--- src/rtl/control_sequencer.sv ---
// control_sequencer: instruction register, microstep counter and microcode
// decoder for the 8-bit bus computer. Produces the 16-bit control word that
// drives the ALU, RAM, program counter and output stages.
//
// Optional feature: define CONTROL_SEQUENCER_COND_JUMP_EN to add the carry and
// zero flag registers and the JC (0x7) / JZ (0x8) conditional jumps. Without
// it, 0x7/0x8 behave as NOP and FI is never asserted.
module control_sequencer #(
   parameter int DATA_WIDTH = 8,
   parameter int STEP_WIDTH = 3
) (
   input  logic                  clk,
   input  logic                  rst_n,
   input  logic [DATA_WIDTH-1:0] bus_in,
   input  logic                  alu_carry,
   input  logic                  alu_zero,
   output logic [15:0]           ctrl,
   output logic [3:0]            operand_out,
   output logic [3:0]            opcode,
   output logic [STEP_WIDTH-1:0] step,
   output logic                  halted
);

   // Control word bit positions
   localparam logic [15:0] C_HLT = 16'h8000;
   localparam logic [15:0] C_MI  = 16'h4000;
   localparam logic [15:0] C_RI  = 16'h2000;
   localparam logic [15:0] C_RO  = 16'h1000;
   localparam logic [15:0] C_IO  = 16'h0800;
   localparam logic [15:0] C_II  = 16'h0400;
   localparam logic [15:0] C_AI  = 16'h0200;
   localparam logic [15:0] C_AO  = 16'h0100;
   localparam logic [15:0] C_EO  = 16'h0080;
   localparam logic [15:0] C_SU  = 16'h0040;
   localparam logic [15:0] C_BI  = 16'h0020;
   localparam logic [15:0] C_OI  = 16'h0010;
   localparam logic [15:0] C_CE  = 16'h0008;
   localparam logic [15:0] C_CO  = 16'h0004;
   localparam logic [15:0] C_J   = 16'h0002;
`ifdef CONTROL_SEQUENCER_COND_JUMP_EN
   localparam logic [15:0] C_FI  = 16'h0001;
`else
   // No flag registers to load, so FI stays silent
   localparam logic [15:0] C_FI  = 16'h0000;
`endif

   localparam int II_BIT  = 10;
   localparam int HLT_BIT = 15;

   typedef enum logic [3:0] {
      OP_NOP = 4'h0,
      OP_LDA = 4'h1,
      OP_ADD = 4'h2,
      OP_SUB = 4'h3,
      OP_STA = 4'h4,
      OP_LDI = 4'h5,
      OP_JMP = 4'h6,
      OP_JC  = 4'h7,
      OP_JZ  = 4'h8,
      OP_OUT = 4'hE,
      OP_HLT = 4'hF
   } opcode_t;

   typedef enum logic [STEP_WIDTH-1:0] {
      T0 = STEP_WIDTH'(0),
      T1 = STEP_WIDTH'(1),
      T2 = STEP_WIDTH'(2),
      T3 = STEP_WIDTH'(3),
      T4 = STEP_WIDTH'(4)
   } step_t;

   logic [DATA_WIDTH-1:0] ir;
   step_t                 step_q;
   step_t                 step_next;
   step_t                 last_step;
   logic [15:0]           ctrl_word;
   opcode_t               op;

   assign op          = opcode_t'(ir[DATA_WIDTH-1 -: 4]);
   assign opcode      = ir[DATA_WIDTH-1 -: 4];
   assign operand_out = ir[3:0];
   assign step        = step_q;

`ifdef CONTROL_SEQUENCER_COND_JUMP_EN
   logic carry_flag;
   logic zero_flag;

   // Flags capture the ALU result only on cycles that assert FI
   always_ff @(posedge clk or negedge rst_n) begin
      if (!rst_n) begin
         carry_flag <= 1'b0;
         zero_flag  <= 1'b0;
      end else if (ctrl_word[0]) begin
         carry_flag <= alu_carry;
         zero_flag  <= alu_zero;
      end
   end
`else
   wire unused_alu = alu_carry ^ alu_zero;
`endif

   // Last microstep of the current instruction; fetch steps never look at it
   always_comb begin
      // NOTE: every always_comb output gets a default first so no path can infer a latch.
      last_step = T2;
      case (op)
         OP_LDA, OP_STA: last_step = T3;
         OP_ADD, OP_SUB: last_step = T4;
         default:        last_step = T2;
      endcase
   end

   // Step advance: return to T0 after the last step, never go past T4
   always_comb begin
      step_next = step_t'(step_q + 1'b1);
      if (step_q >= last_step || step_q >= T4) step_next = T0;
   end

   // Microcode decode: fetch at T0/T1, then opcode-specific execute steps
   always_comb begin
      ctrl_word = 16'h0000;
      if (!halted) begin
         case (step_q)
            T0: ctrl_word = C_MI | C_CO;
            T1: ctrl_word = C_RO | C_II | C_CE;
            default: begin
               case (op)
                  OP_LDA: begin
                     if (step_q == T2)      ctrl_word = C_IO | C_MI;
                     else if (step_q == T3) ctrl_word = C_RO | C_AI;
                  end
                  OP_ADD, OP_SUB: begin
                     if (step_q == T2)      ctrl_word = C_IO | C_MI;
                     else if (step_q == T3) ctrl_word = C_RO | C_BI;
                     else if (step_q == T4) ctrl_word = C_EO | C_AI | C_FI
                                                        | ((op == OP_SUB) ? C_SU : 16'h0000);
                  end
                  OP_STA: begin
                     if (step_q == T2)      ctrl_word = C_IO | C_MI;
                     else if (step_q == T3) ctrl_word = C_AO | C_RI;
                  end
                  OP_LDI: if (step_q == T2) ctrl_word = C_IO | C_AI;
                  OP_JMP: if (step_q == T2) ctrl_word = C_IO | C_J;
`ifdef CONTROL_SEQUENCER_COND_JUMP_EN
                  OP_JC:  if (step_q == T2 && carry_flag) ctrl_word = C_IO | C_J;
                  OP_JZ:  if (step_q == T2 && zero_flag)  ctrl_word = C_IO | C_J;
`endif
                  OP_OUT: if (step_q == T2) ctrl_word = C_AO | C_OI;
                  OP_HLT: if (step_q == T2) ctrl_word = C_HLT;
                  default: ctrl_word = 16'h0000;
               endcase
            end
         endcase
      end
   end

   // Reset takes every bus driver off immediately, not at the next edge
   assign ctrl = rst_n ? ctrl_word : 16'h0000;

   // Sequencer state: IR capture, step counter and halt latch
   always_ff @(posedge clk or negedge rst_n) begin
      if (!rst_n) begin
         ir     <= '0;
         step_q <= T0;
         halted <= 1'b0;
      end else if (!halted) begin
         // NOTE: state registers use non-blocking assignment so every flop samples pre-edge values.
         if (ctrl_word[HLT_BIT]) halted <= 1'b1;
         else                    step_q <= step_next;
         if (ctrl_word[II_BIT])  ir     <= bus_in;
      end
   end

endmodule
--- config.mk ---
export PLATFORM = sky130hd
export DESIGN_NAME = control_sequencer
export DESIGN_NICKNAME = d
export VERILOG_FILES = /design/src/rtl/control_sequencer.sv
export SDC_FILE = /design/constraint.sdc
export NUM_CORES = 1
export LEC_CHECK = 0
export CAP_MARGIN = 20
export CORE_AREA = 2 2 65 67
export CTS_BUF_LIST = sky130_fd_sc_hd__clkbuf_2
export DETAILED_ROUTE_END_ITERATION = 7
export DIE_AREA = 0 0 67 69
export PLACE_DENSITY = 0.6
export SETUP_SLACK_MARGIN = 0.2
export SLEW_MARGIN = 25
export SYNTH_ARGS = -nofsm -noshare
export SYNTH_HDL_FRONTEND = slang
export SYNTH_SLANG_ARGS = --single-unit
--- constraint.sdc ---
create_clock -name clk -period 3 [get_ports clk]
set_clock_uncertainty 0.1 [all_clocks]
set_input_delay 0.3 -clock clk [delete_from_list [all_inputs] [get_ports clk]]
set_output_delay 0.3 -clock clk [all_outputs]
set_load 0.1 [all_outputs]
==> flow_metrics.py <==
metrics = {
    "logic_synthesis": {
        "yosysWarnings": 0,
        "ys.flop_type": "dfrtp_1",
        "yosysUniqueCellTypes": 39,
        "synth_seq_cells": 12,
        "netlist_instances": 104,
        "synth_edf_count": 0,
        "synthArstFlopShare_pct": 100,
        "synthesis.nets": 124,
        "synthesis.area_um2": 953,
        "syn_area_per_cell_um2": 9.17,
        "yosysSeqAreaShare_pct": 31.5,
    },
    "routing": {
        "vias": 872,
        "drt_first_pass_iters": 4,
        "wirelength_mm": 2.58,
        "drc": 0,
        "postRouteAntennaNets": 0,
        "post_drt_wl_per_cell_um": 13.7,
        "drtIter0Drc": 35,
        "vias_per_cell": 4.61,
    },
    "place": {
        "port_buffers": 36,
        "hpwl_mm": 2.18,
        "dpl_cell_area_um2": 1560,
        "gp_congestion": 0.805,
    },
    "clock_network": {
        "root_buffer": "clkbuf_2",
        "cts_tree": "done",
        "cts-buffers-inserted": 3,
        "clock_latency_ns": 0.26,
        "cts_sinks": 12,
        "cts_hold_buf": 0,
        "cts_max_level": 1,
        "cts.path.max_buffers": 2,
        "cts.clk_slew.worst_paths_ns": 0.13,
    },
    "setup_path": {
        "critPathCaptureType": "output port",
        "startpoint": "step[0]$_DFFE_PN0P_",
        "arrival_ns": 2.18,
        "path_cells": "inv_1 > ha_1 > nor2b_2 > mux2_2 > a41oi_2 > nor3_4 > buf_12",
        "r2r-end": "step[0]$_DFFE_PN0P_",
        "reg2reg_depth": 7,
        "r2r_setup_slack_ns": 0.84,
        "critPathRequiredTime_ns": 2.60,
        "worst_setup_path_start_kind": "flop",
        "crit_path_end": "ctrl[9]",
        "critPathKind": "flop to output port",
        "critical_path_peak_fanout": 6,
        "crit_path_top_delay_cell": "dfrtp_4",
        "r2r_start": "ir[4]$_DFFE_PN0P_",
        "crit_path_max_incr_delay_ns": 0.52,
    },
    "floorplanning": {
        "rows": 23,
        "die_y_um": 69,
        "dieArea_um2": 4620,
        "ioPinCount": 40,
        "core_um2": 3910,
        "start_util_pct": 24.4,
        "die_w_um": 67,
    },
    "timing": {
        "rsz0062_at_grt": "false",
        "setup_viol": 0,
        "fin_crit_ns": 2.58,
        "finalCritPeriodShare_pct": 86.1,
        "max_freq_mhz": 387,
        "slew_violations": 0,
        "finalHoldViolCount": 0,
        "fin_tns_setup_ns": 0,
    },
    "worst_hold_path": {
        "hp-class": "input port to asynchronous set/reset pin",
    },
    "global_routing": {
        "grt_remaining_overflow": 0,
        "grt_usage_pct": 11.8,
        "grt_max_degree": 16,
        "antenna_found_initial": 0,
        "grt_pass1_wl_mm": 4.28,
        "grt_pass1_vias": 835,
    },
    "final_layout": {
        "fin_nets": 160,
        "drive_gt1_share_pct": 44.6,
        "stdcell_area_um2": 1580,
        "insertedDiodeCount": 0,
        "area_growth_pct": 65.4,
    },
    "run": {
        "cap_violations": 0,
    },
    "status": {
        "status": "completed",
    },
}
==> logic make-up after synthesis <==
group	after synthesis	share of synthesized area (%)
and+or+nand+nor	44	28.5
AOI/OAI and AO/OA	18	13.5
buffers and inverters	14	7.61
DFF	12	31.5
adders and majority gates	8	10.5
muxes	6	7.09
other	1	0.393
xor gates and xnor gates	1	0.919
==> synth_stat cells, types with 3 or more instances <==
cell type | count | area [um2]
ha_1 | 8 | 100
inv_1 | 5 | 18.8
nor4_1 | 4 | 25.0
nor2b_1 | 5 | 31.3
nor3_1 | 4 | 20.0
a21oi_1 | 3 | 15.0
nor2_1 | 7 | 26.3
and3_1 | 4 | 25.0
nand2_1 | 7 | 26.3
dfrtp_1 | 12 | 300
o21ai_0 | 6 | 30.0
mux2_1 | 4 | 45.0
==> repair_timing <==
action,in CTS,in global routing
endpoints found under the setup margin,0,1
buffers inserted,0,0
gates resized for setup,0,1
==> area by class of cell <==
type	count	area, um2
Inverter	8	32.5
Sequential cell	12	314
Clock inverter	1	3.75
Multi-Input combinational cell	78	661
Timing Repair Buffer	37	488
Fill cell	399	2340
Clock buffer	3	15.0
Tap cell	50	62.6
==> sequential cells by signal, indices dropped and copies added (netlist names) <==
signal  count
ir          8
step        3
halted      1
==> placed cells by master (no fill, tap or decap), drive strengths merged <==
cell type       n
a21o            2
a21oi           4
a22o            1
a32o            2
a41oi           1
and2            2
and3            4
buf            28
clkbuf          3
clkdlybuf4s50   9
clkinv          1
conb            1
dfrtp          12
ha              8
inv             8
mux2            6
nand2           7
nand2b          1
nand3           1
nand3b          1
nand4           1
nand4b          1
nor2            8
nor2b           5
nor3            7
nor4            5
o21a            1
o21ai           6
o21bai          1
or4             1
xnor2           1
==> metrics by stage <==
stage	hold WS, ns	instances	worst slack [ns]	util [%]
after floorplan	-0.0956	104	0.0521	-
after global placement	0.375	185	0.572	39.7
after detailed placement	0.381	185	0.541	39.7
after CTS	0.271	189	0.309	40.2
after global routing	0.250	189	0.247	40.3
final	0.269	189	0.418	40.3
==> worst min path at each step <==
stage / endpoint / slack [ns]
2_1_floorplan: halted$_DFF_PN0_ / -0.1
5_1_grt: ir[3]$_DFFE_PN0P_ / 0.25
3_5_place_dp: ir[2]$_DFFE_PN0P_ / 0.38
4_1_cts: ir[0]$_DFFE_PN0P_ / 0.27
6_report: ir[0]$_DFFE_PN0P_ / 0.27
3_3_place_gp: ir[1]$_DFFE_PN0P_ / 0.37
==> critical path: cells and delay by family (launching register included) <==
family / cells / cell delay [ns]
flip-flops: 1 / 0.52
multiplexers: 1 / 0.36
AND/OR/NAND/NOR: 2 / 0.30
buffers and inverters: 2 / 0.29
AO/OA/AOI/OAI: 1 / 0.26
adder cells (fa/ha/maj): 1 / 0.20
==> layer usage <==
layer / track usage (%) / part of all wire, % / vias up
met5: 0 / 0 / -
met3: 2.12 / 5.1 / 2
met1: 15.0 / 42 / 414
met2: 20.0 / 52 / 25
li1: - / - / 431
met4: 3.40 / 0.47 / 0
Power is not shown: default switching activity piles up to over one toggle a cycle in this logic, so the estimate is an artifact.
